`src/rtl/fx2dbl_sched_if.sv`:
```
// Bundle of requester, converter and response signals for fx2dbl_sched.
// slave is the scheduler's view; master is the surrounding system's view.
interface fx2dbl_sched_if #(
  parameter int N_REQ       = 4,
  parameter int N_BITS_INT  = 32,
  parameter int N_BITS_FRAC = 16
);
  localparam int W   = N_BITS_INT + N_BITS_FRAC;
  localparam int IDW = $clog2(N_REQ);

  logic [N_REQ-1:0]   req_valid;
  logic [N_REQ*W-1:0] req_num;
  logic [N_REQ-1:0]   req_ready;

  logic               conv_start;
  logic [W-1:0]       conv_num;
  logic               conv_done;
  logic [63:0]        conv_result;

  logic               rsp_valid;
  logic               rsp_ready;
  logic [IDW-1:0]     rsp_id;
  logic [63:0]        rsp_num;
  logic               rsp_err;
  logic [15:0]        err_count;

  modport slave (
    input  req_valid, req_num, conv_done, conv_result, rsp_ready,
    output req_ready, conv_start, conv_num, rsp_valid, rsp_id, rsp_num, rsp_err, err_count
  );

  modport master (
    output req_valid, req_num, conv_done, conv_result, rsp_ready,
    input  req_ready, conv_start, conv_num, rsp_valid, rsp_id, rsp_num, rsp_err, err_count
  );
endinterface

```
`src/rtl/fx2dbl_sched.sv`:
```
// Round-robin scheduler sharing one iterative fixed-to-double converter among
// N_REQ requesters, with zero bypass, converter timeout and tagged responses.
module fx2dbl_sched #(
  parameter int N_REQ       = 4,
  parameter int N_BITS_INT  = 32,
  parameter int N_BITS_FRAC = 16,
  parameter int TIMEOUT     = 64
) (
  input logic           clk,
  input logic           rst,
  fx2dbl_sched_if.slave bus
);
  localparam int W   = N_BITS_INT + N_BITS_FRAC;
  localparam int IDW = $clog2(N_REQ);
  localparam int CW  = $clog2(TIMEOUT);

  localparam logic [IDW-1:0] LAST_GRANT_RST = IDW'(N_REQ - 1);
  localparam logic [CW-1:0]  CNT_LAST       = CW'(TIMEOUT - 1);
  localparam logic [CW-1:0]  CNT_ONE        = CW'(1);

  typedef enum logic [1:0] {
    IDLE  = 2'd0,
    ISSUE = 2'd1,
    WAIT  = 2'd2,
    RESP  = 2'd3
  } state_e;

  state_e         state_q;
  logic [IDW-1:0] last_grant_q;
  logic [IDW-1:0] rsp_id_q;
  logic [W-1:0]   conv_num_q;
  logic           conv_start_q;
  logic           rsp_valid_q;
  logic [63:0]    rsp_num_q;
  logic           rsp_err_q;
  logic [15:0]    err_count_q;
  logic [CW-1:0]  wait_cnt_q;

  logic [IDW-1:0]   grant_s;
  logic             grant_vld_s;
  logic [W-1:0]     grant_num_s;
  logic [N_REQ-1:0] req_ready_s;

  // Arbiter: walk downward so the smallest offset from last_grant+1 wins.
  always_comb begin
    int idx_v;
    idx_v       = 0;
    grant_s     = {IDW{1'b0}};
    grant_vld_s = 1'b0;
    for (int i = N_REQ; i >= 1; i--) begin
      idx_v = (int'(last_grant_q) + i) % N_REQ;
      if (bus.req_valid[idx_v[IDW-1:0]]) begin
        grant_vld_s = 1'b1;
        grant_s     = idx_v[IDW-1:0];
      end else begin
        grant_vld_s = grant_vld_s;
        grant_s     = grant_s;
      end
    end
  end

  assign grant_num_s = bus.req_num[int'(grant_s)*W +: W];

  // Accept strobe: only in IDLE, one-hot on the granted requester.
  always_comb begin
    if ((state_q == IDLE) && grant_vld_s) begin
      req_ready_s = {{(N_REQ-1){1'b0}}, 1'b1} << grant_s;
    end else begin
      req_ready_s = {N_REQ{1'b0}};
    end
  end

  // Transaction FSM with all outputs registered.
  always_ff @(posedge clk) begin
    if (rst) begin
      state_q      <= IDLE;
      last_grant_q <= LAST_GRANT_RST;
      rsp_id_q     <= {IDW{1'b0}};
      conv_num_q   <= {W{1'b0}};
      conv_start_q <= 1'b0;
      rsp_valid_q  <= 1'b0;
      rsp_num_q    <= 64'd0;
      rsp_err_q    <= 1'b0;
      err_count_q  <= 16'd0;
      wait_cnt_q   <= {CW{1'b0}};
    end else begin
      case (state_q)
        IDLE: begin
          conv_start_q <= 1'b0;
          if (grant_vld_s) begin
            rsp_id_q   <= grant_s;
            conv_num_q <= grant_num_s;
            // A zero sample converts to +0.0 without touching the converter.
            if (grant_num_s == {W{1'b0}}) begin
              rsp_num_q   <= 64'd0;
              rsp_err_q   <= 1'b0;
              rsp_valid_q <= 1'b1;
              state_q     <= RESP;
            end else begin
              conv_start_q <= 1'b1;
              state_q      <= ISSUE;
            end
          end
        end
        ISSUE: begin
          conv_start_q <= 1'b0;
          wait_cnt_q   <= {CW{1'b0}};
          state_q      <= WAIT;
        end
        WAIT: begin
          if (bus.conv_done) begin
            rsp_num_q   <= bus.conv_result;
            rsp_err_q   <= 1'b0;
            rsp_valid_q <= 1'b1;
            state_q     <= RESP;
          end else if (wait_cnt_q == CNT_LAST) begin
            rsp_num_q   <= 64'd0;
            rsp_err_q   <= 1'b1;
            rsp_valid_q <= 1'b1;
            if (err_count_q != 16'hFFFF) begin
              err_count_q <= err_count_q + 16'd1;
            end
            state_q     <= RESP;
          end else begin
            wait_cnt_q <= wait_cnt_q + CNT_ONE;
          end
        end
        RESP: begin
          if (bus.rsp_ready) begin
            rsp_valid_q  <= 1'b0;
            last_grant_q <= rsp_id_q;
            state_q      <= IDLE;
          end
        end
        default: begin
          state_q <= IDLE;
        end
      endcase
    end
  end

  assign bus.req_ready  = req_ready_s;
  assign bus.conv_start = conv_start_q;
  assign bus.conv_num   = conv_num_q;
  assign bus.rsp_valid  = rsp_valid_q;
  assign bus.rsp_id     = rsp_id_q;
  assign bus.rsp_num    = rsp_num_q;
  assign bus.rsp_err    = rsp_err_q;
  assign bus.err_count  = err_count_q;
endmodule

```
`src/flat_wrapper.sv`:
```
// flat-port wrapper written by rule: the top's interface ports become plain ports
module fx2dbl_sched_flat 
#(
  parameter int N_REQ       = 4,
  parameter int N_BITS_INT  = 32,
  parameter int N_BITS_FRAC = 16,
  parameter int TIMEOUT     = 64
)
  (clk, rst, bus_req_valid, bus_req_num, bus_conv_done, bus_conv_result, bus_rsp_ready, bus_req_ready, bus_conv_start, bus_conv_num, bus_rsp_valid, bus_rsp_id, bus_rsp_num, bus_rsp_err, bus_err_count);
  fx2dbl_sched_if #(.N_REQ(N_REQ), .N_BITS_INT(N_BITS_INT), .N_BITS_FRAC(N_BITS_FRAC)) bus_i ();
  input logic clk;
  input logic rst;
  input wire logic [$bits(bus_i.req_valid)-1:0] bus_req_valid;
  input wire logic [$bits(bus_i.req_num)-1:0] bus_req_num;
  input wire logic [$bits(bus_i.conv_done)-1:0] bus_conv_done;
  input wire logic [$bits(bus_i.conv_result)-1:0] bus_conv_result;
  input wire logic [$bits(bus_i.rsp_ready)-1:0] bus_rsp_ready;
  output wire logic [$bits(bus_i.req_ready)-1:0] bus_req_ready;
  output wire logic [$bits(bus_i.conv_start)-1:0] bus_conv_start;
  output wire logic [$bits(bus_i.conv_num)-1:0] bus_conv_num;
  output wire logic [$bits(bus_i.rsp_valid)-1:0] bus_rsp_valid;
  output wire logic [$bits(bus_i.rsp_id)-1:0] bus_rsp_id;
  output wire logic [$bits(bus_i.rsp_num)-1:0] bus_rsp_num;
  output wire logic [$bits(bus_i.rsp_err)-1:0] bus_rsp_err;
  output wire logic [$bits(bus_i.err_count)-1:0] bus_err_count;
  assign bus_i.req_valid = bus_req_valid;
  assign bus_i.req_num = bus_req_num;
  assign bus_i.conv_done = bus_conv_done;
  assign bus_i.conv_result = bus_conv_result;
  assign bus_i.rsp_ready = bus_rsp_ready;
  assign bus_req_ready = bus_i.req_ready;
  assign bus_conv_start = bus_i.conv_start;
  assign bus_conv_num = bus_i.conv_num;
  assign bus_rsp_valid = bus_i.rsp_valid;
  assign bus_rsp_id = bus_i.rsp_id;
  assign bus_rsp_num = bus_i.rsp_num;
  assign bus_rsp_err = bus_i.rsp_err;
  assign bus_err_count = bus_i.err_count;
  fx2dbl_sched #(.N_REQ(N_REQ), .N_BITS_INT(N_BITS_INT), .N_BITS_FRAC(N_BITS_FRAC), .TIMEOUT(TIMEOUT)) u_core (.clk(clk), .rst(rst), .bus(bus_i));
endmodule
```
`config.mk`:
```
export PLATFORM = sky130hd
export DESIGN_NAME = fx2dbl_sched_flat
export DESIGN_NICKNAME = d
export VERILOG_FILES = /design/src/rtl/fx2dbl_sched_if.sv /design/src/rtl/fx2dbl_sched.sv /design/src/flat_wrapper.sv
export SDC_FILE = /design/constraint.sdc
export NUM_CORES = 1
export LEC_CHECK = 0
export CAP_MARGIN = 20
export CORE_AREA = 2 2 156 158
export CTS_CLUSTER_SIZE = 20
export DETAILED_ROUTE_END_ITERATION = 10
export DIE_AREA = 0 0 158 160
export PLACE_DENSITY_LB_ADDON = 0.12
export SYNTH_ARGS = -nofsm -noshare
export SYNTH_HDL_FRONTEND = slang
export SYNTH_SLANG_ARGS = --single-unit
export TNS_END_PERCENT = 50
```
`constraint.sdc`:
```
create_clock -name clk -period 4.9 [get_ports clk]
set_input_delay 0.98 -clock clk [delete_from_list [all_inputs] [get_ports clk]]
set_output_delay 0.98 -clock clk [all_outputs]
set_load 0.1 [all_outputs]
```
* After elaboration in Yosys (flattened, before gate mapping) *
Index checks and enable logic that the tools add are counted.

storage, ports and cells
  logic and storage cells = 93
  flip-flop bits (word level) = 143
  output and inout port bits = 137

cells by class
  multiplexer cells = 44
  $add $sub $neg = 6
  multiply operators = 1
  reduce and logical (&&, ||, !) cells = 14
  shift operators = 2
  equal/unequal tests = 11
  $lt $le $gt $ge = 4
  bitwise logic cells = 1

operator list
  operator                 count
  $mux W64                 4
  $shiftx A192 B32 Y48     1
  $pmux W64 S2             1
  $logic_not A48 Y1        1
  $mux W1                  18
  $mux W2                  9
  $add A16 B1 Y16 const B  1
  $ne A16 B16 Y1 const B   1
  $lt A2 B3 Y1 const B     4
  $mux W6                  2
  $pmux W6 S2              1
  $bmux W1 S2              4
  $ne A2 B2 Y1 const B     4
  $pmux W2 S4              1
  $reduce_and A4 Y1        2
  $add A6 B1 Y6 const B    1
  $eq A6 B6 Y1 const B     1
  $reduce_and A3 Y1        2
  $reduce_bool A2 Y1       3
  $reduce_and A5 Y1        1
  $add A2 B1 Y2 const B    2
  $add A2 B2 Y2 const B    2
  $eq A2 B2 Y1 const B     2
  $mul A2 B2 Y4 const B    1
  other kinds (12)         14

* Longest topological paths before layout *
Gate-level depths: netlist of the first run.

  depth after elaboration = 13
  depth in mapped cells = 12
  gate-level depth less buffers = 10

* Least setup slack after synthesis of the first run *
Ideal clock, no wire load.

  kind = input-to-output
  start point = in bus_req_valid[1]
  end point = out bus_req_ready[0]
  data required time = 3.920 ns
  stages on the path = 7
  arrival = 4.345 ns
  path slack = -0.425 ns
  cells stage by stage = or3b_1 > o221a_2 > buf_6 > buf_2 > clkbuf_1 > clkbuf_1 > nor3_1

between the ends
  cells in the longest elaborated chain, start to end = 8
  elaborated cells between the ends (all ways) = 19
  classes of those cells = shift: 1; mux: 17; reduce/logical: 1

RTL lines
  element                                                      RTL line                                text
  from (decl)                                                  flat_wrapper.sv:13                      input wire logic [$bits(bus_i.req_valid)-1:0] bus_req_valid;
  $bmux W1 S2                                                  fx2dbl_sched.sv:52                      if (bus.req_valid[idx_v[IDW-1:0]]) begin
  $mux W1 (implied by the code)                                fx2dbl_sched.sv:52
  $mux W2 / $mux W1 (equally long branches) (4 in series)      fx2dbl_sched.sv:52
  $shl A1 B2 Y4 / $logic_and A1 B1 Y1 (equally long branches)  fx2dbl_sched.sv:67, fx2dbl_sched.sv:66
  $mux W4 (*)                                                  fx2dbl_sched.sv:66                      if ((state_q == IDLE) && grant_vld_s) begin
  to (decl)                                                    flat_wrapper.sv:18                      output wire logic [$bits(bus_i.req_ready)-1:0] bus_req_ready;

Every way passes the cells marked *; elsewhere a longest branch is shown, timed or not. The select of a mux whose other input is x is not followed.

* Worst setup path after layout of the first run *
  start point = in bus_req_valid[1]
  end point = out bus_req_ready[3]

The elaborated chain is that of the path after synthesis.

==> results of run 1 <==
==> path summary, 6_finish.rpt <==
kind	from	to	slack, ps	cells past startpoint
worst min register to register	u_core.bus.conv_num[32]	u_core.bus.conv_num[32]	460	2
worst min-delay path	u_core.bus.conv_num[32]	u_core.bus.conv_num[32]	460	2
worst max register to register	u_core.last_grant_q[1]	u_core.bus.rsp_num[8]	1670	10
worst max-delay path	bus_req_valid[1]	bus_req_ready[3]	580	6
==> critical path: stages <==
cell	delay (ps)
clkdlybuf4s50_1	490
o21ai_0	450
o221a_4	630
buf_4	280
and3_1	290
buf_12	210
==> per-layer routing <==
| metal | vias to the layer above | routed length [µm] |
|---|---|---|
| met5 | - | 26 |
| met4 | 4 | 1320 |
| met3 | 74 | 2840 |
| met2 | 350 | 15000 |
| met1 | 3925 | 12700 |
| li1 | 4130 | - |
==> stage by stage <==
| step | hold WS (ps) | total power [mW] | setup TNS, ps |
|---|---|---|---|
| global route | 471 | 5.91 | 0 |
| CTS | 457 | 5.70 | 0 |
| floorplan | 466 | 3.45 | -159 |
| finish | 456 | 5.65 | 0 |
| global placement | 442 | 4.32 | 0 |
| detailed placement | 447 | 4.32 | 0 |
==> sequential cells by signal (all words and copies together), names as in the netlist <==
signal and count:
u_core.bus.conv_num 48, u_core.bus.conv_start 1, u_core.bus.err_count 16, u_core.bus.rsp_err 1
u_core.bus.rsp_id 2, u_core.bus.rsp_num 64, u_core.bus.rsp_valid 1, u_core.last_grant_q 2
u_core.state_q 2, u_core.wait_cnt_q 6
==> area by class of cell <==
type | count | area (µm²) | area share (%)
Sequential cell | 143 | 2860 | 22.8
Clock inverter | 15 | 194 | 1.54
Antenna cell | 4 | 10.0 | 0.0797
Tap cell | 324 | 405 | 3.23
Multi-Input combinational cell | 742 | 4450 | 35.5
Inverter | 10 | 37.5 | 0.299
Clock buffer | 17 | 425 | 3.39
Timing Repair Buffer | 415 | 4160 | 33.2
==> placed cells by master, fill, tap and decap left out, drive strengths merged, types with 17 or more instances in the layout <==
master	count
nor2	78
and2	36
nand2	250
a211oi	37
a21oi	60
clkbuf	17
inv	19
nor4	32
clkdlybuf4s50	395
buf	20
a311oi	37
dfxtp	143
mux2i	99
==> where the power goes <==
part	switching [mW]	leakage, nW	total, mW	internal (mW)
Clock	0.614	0.300	1.35	0.740
Combinational	2.04	3.33	2.87	0.831
Sequential	0.0972	1.16	1.42	1.33
Total	2.75	4.79	5.65	2.90
==> logic make-up (layout without fill, tap and decap cells) <==
logic type      count (synthesis)  count (layout)
buf+inv                        80             457
mux                           100             100
flops                         143             143
fa+ha+maj                       6               6
other cells                     0               4
xor+xnor                       12              12
compound gates                166             166
simple gates                  458             458
==> results.yml, run 1 <==
logic_synthesis:
  synth_nets: 1235
  synth_top_family_by_area: "simple AND/OR/NAND/NOR gates"
  synth_top_area_share_pct: 37.5
  synth.area.mux_share_pct: 13.1
  yosys.cell_count.top_type: "nand2_1"
  avgSynthCellArea_um2: 7.91
  seq_area_frac_synth_pct: 37.5
  yosys.area_share.adder_pct: 0.983
  synthTopCellsByCount: "nand2_1 (250), dfxtp_1 (143), mux2i_1 (99)"
  synth_top_area_cell: "dfxtp_1"
  synth_area_um2: 7640
  synth_edf_count: 0
  yosysUniqueCellTypes: 49
  ys.warnings.count: 0
  synth-simple-area-share_pct: 26.7
  synth_xor_area_share_pct: 1.38
  synth-compound-area-share_pct: 15.5
  netlist_instances: 965
  synth-seq-cells: 143
  synth_async_sr_flop_share_pct: 0
  yosys-top-cells-area: "dfxtp_1 (37%), mux2i_1 (13%), nand2_1 (12%), a311oi_1 (4.2%), a21oi_1 (3.9%)"
  synthFlopType: "dfxtp_1"
global_route:
  grt_max_degree: 74
  grt_pass1_wl_um: 47900
  grt_usage_pct: 24.6
  grt.overflow.total: 0
  grt_pass1_vias: 8306
  antenna_found_initial: 6
  busiest_layer: "met2"
  use_met1_pct: 28.7
  use_met3_pct: 7.79
  grtUsageMet2_pct: 40.5
hold_path:
  holdCritPathClass: "reg -> reg"
detailed_routing:
  wl_um: 31900
  wl_per_cell_um: 19.1
  route.detailed.drc: 0
  drt_iter0_drc: 438
  vias: 8483
  ant_nets: 0
  via_per_inst: 5.08
  dr.pass1.iters: 5
sta:
  slew_headroom_pct: 24.6
  period_share_pct: 88.2
  period_needed_ps: 4320
  finalClockSkew_ps: 15.6
  setup_viol: 0
  rsz0062_at_grt: "no"
  final_max_slew_viol_count: 0
  setup_ws_ps: 579
  tightest_slew_ps: 1130
  finalHoldViolations: 0
  fmax_mhz: 231
run:
  cap_violations: 0
pwr:
  leakage_nw: 4.79
  peakVddDrop_mv: 0.324
  power_density_nw_per_um2: 450
die:
  io_pins: 401
  fp.dieW_um: 158
  coreArea_um2: 23800
  rows: 57
  start_util_pct: 32.1
  die-area_um2: 25300
  die_y_um: 160
finish:
  fillCellCount: 2350
  stdcell_area_um2: 12600
  drive_above_1_share_pct: 5.07
  syn2layout_area_growth_pct: 64.4
  final_nets: 1599
  post-route-util_pct: 52.7
  fin_cells: 1670
setup_path:
  worstSetupEndpointType: "primary output"
  crit_required_ps: 3920
  worstPathArrival_ps: 3340
  crit_type: "in -> out"
  worstSetupStartpointType: "input port"
  critical_path.max_fanout: 36
cts:
  clock_sinks: 143
  cts_tree: "built"
  hold_buffers: 0
  clockBufferDepth: 2
  cts_resized: 0
  cts.clk_slew.worst_paths_ps: 70
  htreeDepth: 4
  cts-buffers-inserted: 17
  post_cts_buffers: 0
  clock_latency_ps: 430
  cts_root_buf: "clkbuf_16"
run_status:
  status: "completed"
placement:
  placed_cells: 1634
  io_buffers: 400
  detailedPlace.worstSlack_ps: 343
  gp_congestion: 0.908
  hpwl_um: 24200
  postPlaceCellArea_um2: 11900
No activity file was read; power rests on OpenSTA's default activity.
==> run 2: changes to the inputs <==
HOLD_SLACK_MARGIN = 0.1   (was unset)
PLACE_DENSITY = 0.68   (was unset)
PLACE_DENSITY_LB_ADDON = unset   (was 0.12)
==> run 2 against run 1 <==
  * Wire length fell by 1.3%
  * Sequential share of layout area barely moved
  * Total power fell by 0.55%
  * Combinational power barely moved
  * Critical path depth did not move
  * Fmax barely moved
  * Utilization rose by 0.12 points
  * Design area rose by 0.22%
==> results.yml, run 2 (same netlist as run 1, synthesis figures left out) <==
finish:
  fin_cells: 1676
  largest_reg_flops: 64
  final_nets: 1604
  drive_above_1_share_pct: 5.42
  fillCellCount: 2267
  final_common_cell: "clkdlybuf4s50_1"
  multi_input_area_um2: 4450
  syn2layout_area_growth_pct: 64.7
  layout_common_cells: "clkdlybuf4s50_1 (395), nand2_1 (249), dfxtp_1 (143)"
  regArea_um2: 2860
detailed_routing:
  route.detailed.drc: 0
  ant_nets: 0
  drt_iter0_drc: 456
  via_per_inst: 5.05
  dr.pass1.iters: 7
  wl_um: 31500
  vias: 8471
  wl_per_cell_um: 18.8
global_route:
  grt_pass1_wl_um: 47000
  grt.overflow.total: 0
  antenna_found_initial: 5
  grt_usage_pct: 24.2
  grt_pass1_vias: 8483
  grt_max_degree: 88
sta:
  tightest_slew_ps: 1110
  slew_headroom_pct: 25.7
  setup_ws_ps: 581
  period_needed_ps: 4320
  setup_viol: 0
  final_max_slew_viol_count: 0
  fmax_mhz: 232
  finalClockSkew_ps: 13.7
  hold_slack_ps: 455
  rsz0062_at_grt: "no"
  finalHoldViolations: 0
  period_share_pct: 88.1
pwr:
  peakVddDrop_mv: 0.261
  leakage_nw: 4.81
  power_density_nw_per_um2: 447
setup_path:
  worstPathArrival_ps: 3340
  cp_num_buf_inv: 2
  cp_slowest_cell: "nor3_1"
  crit_family: "simple AND/OR/NAND/NOR gates"
  crit_type: "in -> out"
  cp_slowest_stage_delay_ps: 590
  critical_path.max_fanout: 30
  worstSetupStartpointType: "input port"
  worstSetupEndpointType: "primary output"
  crit_required_ps: 3920
  cp_cell_sequence: "clkdlybuf4s50_1 > and2b_1 > o21ai_1 > o211ai_4 > nor3_1 > buf_12"
die:
  die-area_um2: 25300
  io_pins: 401
  coreArea_um2: 23800
  die_y_um: 160
  fp.dieW_um: 158
  start_util_pct: 32.1
  rows: 57
run:
  cap_violations: 0
cts:
  hold_buffers: 0
  htreeDepth: 4
  cts_root_buf: "clkbuf_16"
  clock_sinks: 143
  cts_tree: "built"
  cts_resized: 0
  cts-buffers-inserted: 17
  clockBufferDepth: 2
  post_cts_buffers: 0
  clock_latency_ps: 420
  cts.clk_slew.worst_paths_ps: 60
run_status:
  status: "completed"
hold_path:
  holdCritPathClass: "reg -> reg"
placement:
  detailedPlace.worstSlack_ps: 401
  placed_cells: 1639
  hpwl_um: 24300
  io_buffers: 400
  gp_congestion: 0.911
[run 2: changes by cell type in the layout (fill, tap and decap cells not counted)]
| cell | before | now |
|---|---|---|
| buf_4 | 14 | 19 |
| clkbuf_8 | 0 | 1 |
| clkinv_4 | 0 | 2 |
| clkinv_8 | 4 | 2 |
| diode_2 | 4 | 5 |
| inv_8 | 5 | 4 |
[run 2: layout make-up]
type / instances / share of cell area (%)
well taps: 324 / 3.22
multi-input cells: 742 / 35.4
inverters: 10 / 0.298
repair buffers: 420 / 33.4
diodes: 5 / 0.0995
flip-flops and latches: 143 / 22.8
clock inverters: 14 / 1.33
clock buffers: 18 / 3.49
[run 2: worst paths after layout]
check	startpoint	endpoint	slack [ps]	cells past startpoint
max reg2reg	u_core.last_grant_q[0]	u_core.bus.rsp_num[54]	1740	9
min reg2reg	u_core.bus.conv_num[32]	u_core.bus.conv_num[32]	450	2
min	u_core.bus.conv_num[32]	u_core.bus.conv_num[32]	450	2
max	bus_req_valid[3]	bus_req_ready[2]	580	6
[run 2: metrics by stage]
stage / total power [mW] / util, % / TNS (ps) / area, µm²
finish: 5.62 / 52.8 / 0 / 12600
global placement: 4.30 / 50.2 / 0 / 12000
global route: 5.89 / 52.8 / 0 / 12600
floorplan: 3.45 / - / -159 / 7640
detailed placement: 4.31 / 50.2 / 0 / 12000
CTS: 5.67 / 52.8 / 0 / 12600
[run 2: per-layer routing]
layer  wire [µm]  share of wire (%)  GRT usage (%)  up-vias
met5           0                  0              0        -
met4        1470                4.7           12.9        0
met3        2780                8.8           8.09       57
met2       15600                 49           41.5      359
met1       11700                 37           26.2     3926
li1            -                  -              -     4129
[run 2: power by group]
| part | switching [mW] | internal [mW] | total [mW] |
|---|---|---|---|
| logic | 2.02 | 0.832 | 2.85 |
| clock network | 0.592 | 0.744 | 1.34 |
| registers | 0.104 | 1.33 | 1.43 |
[run 2: worst register-to-register path, delay by kind of cell (launching register included)]
family / cells / cell delay [ps]
buffers and inverters: 1 / 280
AOI/OAI and AO/OA: 4 / 1610
and+or+nand+nor: 2 / 200
DFF: 1 / 330
muxes: 2 / 620
==> variant 1: new RTL, config.mk and constraints of run 2 <==
`TIMEOUT` is set to 64 in 2 places; all go to 128.
--- a/src/rtl/fx2dbl_sched.sv
+++ b/src/rtl/fx2dbl_sched.sv
@@ -6,3 +6,3 @@
   parameter int N_BITS_FRAC = 16,
-  parameter int TIMEOUT     = 64
+  parameter int TIMEOUT     = 128
 ) (
--- a/src/flat_wrapper.sv
+++ b/src/flat_wrapper.sv
@@ -6,3 +6,3 @@
   parameter int N_BITS_FRAC = 16,
-  parameter int TIMEOUT     = 64
+  parameter int TIMEOUT     = 128
 )
Function: not settled (the Yosys comparison gave no result); the edit may change what the design does.
==> variant 1 against run 2 <==
  * Clock skew rose by 3.8 ps
  * Count of clock-buffer cells in the layout fell by 1
  * Final area rose by 1.3%
  * Power barely moved
  * Sequential cell count rose by 1
  * Synthesized cell count fell by 0.52%
  * Routed wire length fell by 1.5%
  * Worst setup slack got worse by 52 ps
  * Area after synthesis rose by 3.1%
==> variant 1: results (changes against run 2) <==
finish:
  fillers: 2308  # +1.8%
  largest_reg_flops: 64  # unchanged
  drive_gt1_frac: 0.04637  # -0.007822
  nNetsFinal: 1595  # -0.56%
floorplanning:
  rows: 57  # unchanged
power_and_ir_drop:
  leakage_nw: 4.335  # -9.9%
  ir_drop_uv: 375.0  # +43%
logic_synthesis:
  yosys.cell_types.count: 47  # -4.1%
  yosys-top-cells-count: "nand2_1, dfxtp_1, mux2i_1"
  synthArstFlopShare: 0  # unchanged
  synthTopCellsByArea: "dfxtp_1, mux2i_1, nand2_1, nand2b_1, a311oi_1"
  syn-num-nets: 1230  # -0.40%
  seq_area_frac_synth: 0.3662  # -0.008599
  ys_warn_count: 0  # unchanged
global_route:
  grt_usage: 0.2403  # -0.001639
  antenna_found_initial: 7  # +2
  grt_max_degree: 94  # +6.8%
  grt_first_pass_wirelength_mm: 46.92  # -0.26%
  grt_pass1_vias: 8570  # +1.0%
cts:
  cts_made_buffers: 17  # unchanged
  htreeDepth: 4  # unchanged
  cts_root_buf: "clkbuf_16"
  ctsResizeCount: 0  # unchanged
  clk_pin_slew_ps: 60  # about the same
  cts_buffer_depth: 2  # unchanged
  cts_setup_buffers: 0  # unchanged
status:
  status: "finished, final reports clean"
drt:
  drt-met1-wl_mm: 11.48  # -1.5%
  post_drt_wl_per_cell_um: 18.58  # -1.0%
  viasPerCell: 5.087  # +0.65%
  wl_met2_mm: 15.49  # -0.42%
  drt-initial-drc-count: 394  # -14%
  wl_met3_mm: 3.000  # +7.8%
  top_layer: "met5"
  first_pass_iters: 5  # -2
min_path:
  hp-class: "flip-flop to flip-flop"
timing:
  skew_ps: 17.54  # +3.788 ps
  tightest_slew_ps: 1159  # +48.00 ps
worst_setup_path:
  crit_path_max_incr_delay_ps: 620  # +30 ps
  worst_ep_arrival_time_ps: 3390  # +50 ps
  cp_max_fo: 37  # +23%
  crit_family: "buffers and inverters"
  cp_slowest_cell: "clkdlybuf4s50_1"
placement:
  gp_congestion: 0.9681  # +6.2%
  port-buffer-count: 400  # unchanged
  hpwlAfterDp_mm: 24.16  # -0.73%
variant 1: changes by cell type after synthesis, moves of 5 or more:
cell | before | now
nand2_1 | 250 | 179
nand2b_1 | 4 | 67
nor2_1 | 78 | 72
nor4_1 | 31 | 38
mux2i_1 | 99 | 105
clkbuf_1 | 56 | 51
buf_12 | 0 | 8
buf_6 | 9 | 2
buf_1 | 3 | 8
xor2_1 | 6 | 11
variant 1: cell families after synthesis:
group / count (synthesis) / share of synthesized area
simple gates: 448 / 0.2744
compound gates: 165 / 0.1446
flops: 144 / 0.3662
mux: 106 / 0.1350
buf+inv: 78 / 0.05579
xor+xnor: 13 / 0.01447
fa+ha+maj: 6 / 0.009537
variant 1: per-layer routing:
layer | GRT usage | vias to the layer above
met1 | 0.2584 | 3951
li1 | - | 4126
met4 | 0.09746 | 4
met3 | 0.08630 | 54
met2 | 0.4241 | 345
met5 | 0 | -
variant 1: worst min-delay path: stages, from the launching register on:
cell	delay, ps
dfxtp_1	310
nand2_1	50
a21oi_1	50
variant 1: per-stage QoR:
stage	util	area, µm²	cells	hold WS [ps]	setup WS [ps]
after CTS	0.5342	12720	1661	456.3	514.9
after global placement	0.5078	12100	1630	441.3	387.7
final	0.5348	12740	1667	450.8	528.6
after floorplan	-	7876	960	454.0	165.2
after detailed placement	0.5078	12100	1630	447.5	246.7
after global routing	0.5347	12740	1666	480.6	383.6
variant 1: power breakdown:
| part | internal [mW] | switching, mW | total [mW] |
|---|---|---|---|
| combinational | 0.820 | 1.95 | 2.77 |
| sequential | 1.33 | 0.0974 | 1.43 |
| clock | 0.860 | 0.556 | 1.42 |
variant 1: layout make-up:
type	instances	area, µm²	area share
clock inverter	14	203.9	0.01601
antenna	6	15.01	0.001179
inverter	8	30.03	0.002357
timing repair buffer	416	4174	0.3276
clock buffer	17	425.4	0.03339
sequential	144	2883	0.2263
multi-input combinational	738	4603	0.3613
tap	324	405.4	0.03182
variant 1: worst paths after layout:
kind,cells past startpoint,endpoint,slack [ps],startpoint
max reg2reg,9,u_core.bus.rsp_num[20],1590,u_core.last_grant_q[0]
max,6,bus_req_ready[0],530,bus_req_valid[3]
min,2,u_core.bus.conv_num[37],450,u_core.bus.conv_num[37]
min reg2reg,2,u_core.bus.conv_num[37],450,u_core.bus.conv_num[37]
==> variant 2: new RTL, settings of run 2 <==
Made on the original files. Make the reset (`rst`) asynchronous in one clocked block.
--- a/src/rtl/fx2dbl_sched.sv
+++ b/src/rtl/fx2dbl_sched.sv
@@ -73,3 +73,3 @@
   // Transaction FSM with all outputs registered.
-  always_ff @(posedge clk) begin
+  always_ff @(posedge clk or posedge rst) begin
     if (rst) begin
Function: changed (Yosys sat finds a counterexample within 4 cycles, from zero or initial values and one cycle with rst high; the reset may be asserted at any time).
==> variant 2 against run 2 <==
  * Critical path depth up 7
  * Die area unchanged
  * Largest cell class is now non-clock buffers
  * Final area up 3.4%
  * Area after synthesis up 5.0%
  * Routed wire length down 12%
  * Sequential cell count unchanged
  * Worst setup slack worse by 180 ps
Power is not compared: it rests on default switching activity, and its combinational part moved more than twofold at a synthesized area within 25%.
==> variant 2: results (changes against run 2) <==
timing:
  tightest_slew_ps: 1095  # -16.47 ps
  skew_ps: 18.04  # +4.291 ps
status:
  status: "finished, final reports clean"
placement:
  place_area_um2: 12400  # +3.7%
  gp_congestion: 0.8450  # -7.3%
  hpwlAfterDp_mm: 21.19  # -13%
drt:
  first_pass_iters: 4  # -3
  viasPerCell: 4.773  # -5.6%
  drt-initial-drc-count: 176  # -61%
global_route:
  grt_pass1_vias: 7198  # -15%
  use_met1: 0.2441  # -0.01751
  met3_usage: 0.07327  # -0.007598
  grt_max_degree: 83  # -5.7%
  grt_usage: 0.2145  # -0.02744
  grt_first_pass_wirelength_mm: 40.97  # -13%
  antenna_found_initial: 4  # -1
  grtUsageMet2: 0.3733  # -0.04130
finish:
  stdcell_count: 1376  # -18%
  fillers: 2146  # -5.3%
  drive_gt1_frac: 0.1718  # +0.1176
  nNetsFinal: 1305  # -19%
logic_synthesis:
  seq_area_frac_synth: 0.4466  # +0.07172
  synthArstFlopShare: 1.000  # +1.000
  synthFlopType: "dfrtp_1"
  synthTopCellsByArea: "dfrtp_1, mux2i_1, mux2_2, mux2_4, and3_1"
  yosys-top-cells-count: "mux2i_1, dfrtp_1, mux2_2"
  yosys.cell_types.count: 38  # -22%
  synthCells: 644  # -33%
worst_setup_path:
  cp_slowest_cell: "clkdlybuf4s50_1"
  cp_max_fo: 64  # +110%
[variant 2: where the power goes]
group          internal (mW)  switching (mW)
clock network          0.729           0.593
registers               1.69           0.308
logic                   2.11            4.89
total                   4.53            5.79
[variant 2: cell families (layout without fill, tap and decap cells)]
family                   after synthesis  after routing  share of synthesized area
multiplexers                         263            263                     0.3699
flip-flops                           143            143                     0.4466
XOR/XNOR                              18             18                    0.01966
AO/OA/AOI/OAI                         19             19                    0.01670
other                                  0              4                          0
AND/OR/NAND/NOR                      143            143                     0.1014
buffers and inverters                 52            456                    0.03636
adder cells (fa/ha/maj)                6              6                   0.009362
[variant 2: path summary, 6_finish.rpt]
| path | startpoint | to | slack [ps] | depth (start not counted) |
|---|---|---|---|---|
| max | bus_req_valid[3] | u_core.bus.rsp_num[23] | 400 | 13 |
| min | u_core.bus.err_count[10] | u_core.bus.err_count[10] | 500 | 1 |
| max reg2reg | u_core.last_grant_q[1] | u_core.bus.rsp_num[23] | 920 | 13 |
| min reg2reg | u_core.bus.err_count[10] | u_core.bus.err_count[10] | 500 | 1 |
| max in group asynchronous | rst | u_core.last_grant_q[1] | 2810 | 3 |
| min in group asynchronous | rst | u_core.bus.rsp_num[40] | 1050 | 2 |
[variant 2: through the flow]
stage	power, mW	hold WS [ps]	setup TNS, ps
3_3_place_gp	8.998	473.9	0
2_1_floorplan	7.298	522.9	-462.0
6_report	10.32	497.2	0
4_1_cts	10.40	500.1	0
5_1_grt	10.71	515.7	0
3_5_place_dp	9.046	486.3	0
[variant 2: layout make-up]
| type | count | area (µm²) | share of cell area |
|---|---|---|---|
| sequential | 143 | 3581 | 0.2754 |
| inverter | 6 | 27.53 | 0.002117 |
| timing repair buffer | 418 | 4217 | 0.3243 |
| multi-input combinational | 449 | 4173 | 0.3209 |
| antenna | 4 | 10.01 | 0.0007698 |
| clock inverter | 15 | 165.2 | 0.01270 |
| tap | 324 | 405.4 | 0.03117 |
| clock buffer | 17 | 425.4 | 0.03271 |
[variant 2: per-layer routing]
layer / vias to the layer above / share of wire
met5: - / 0
met4: 0 / 0.022
met3: 33 / 0.087
met2: 255 / 0.50
met1: 3147 / 0.39
li1: 3133 / -
[variant 2: worst reg2reg max path: stages (launching register included)]
cell and delay, ps:
dfstp_2 610, and3b_1 180, o32a_2 260, buf_12 360, mux2i_1 300, mux2i_1 120, nor4_1 410, buf_4 180
nand4_1 100, nor4_1 420, buf_4 210, o21bai_4 70, buf_12 240, mux2_4 420
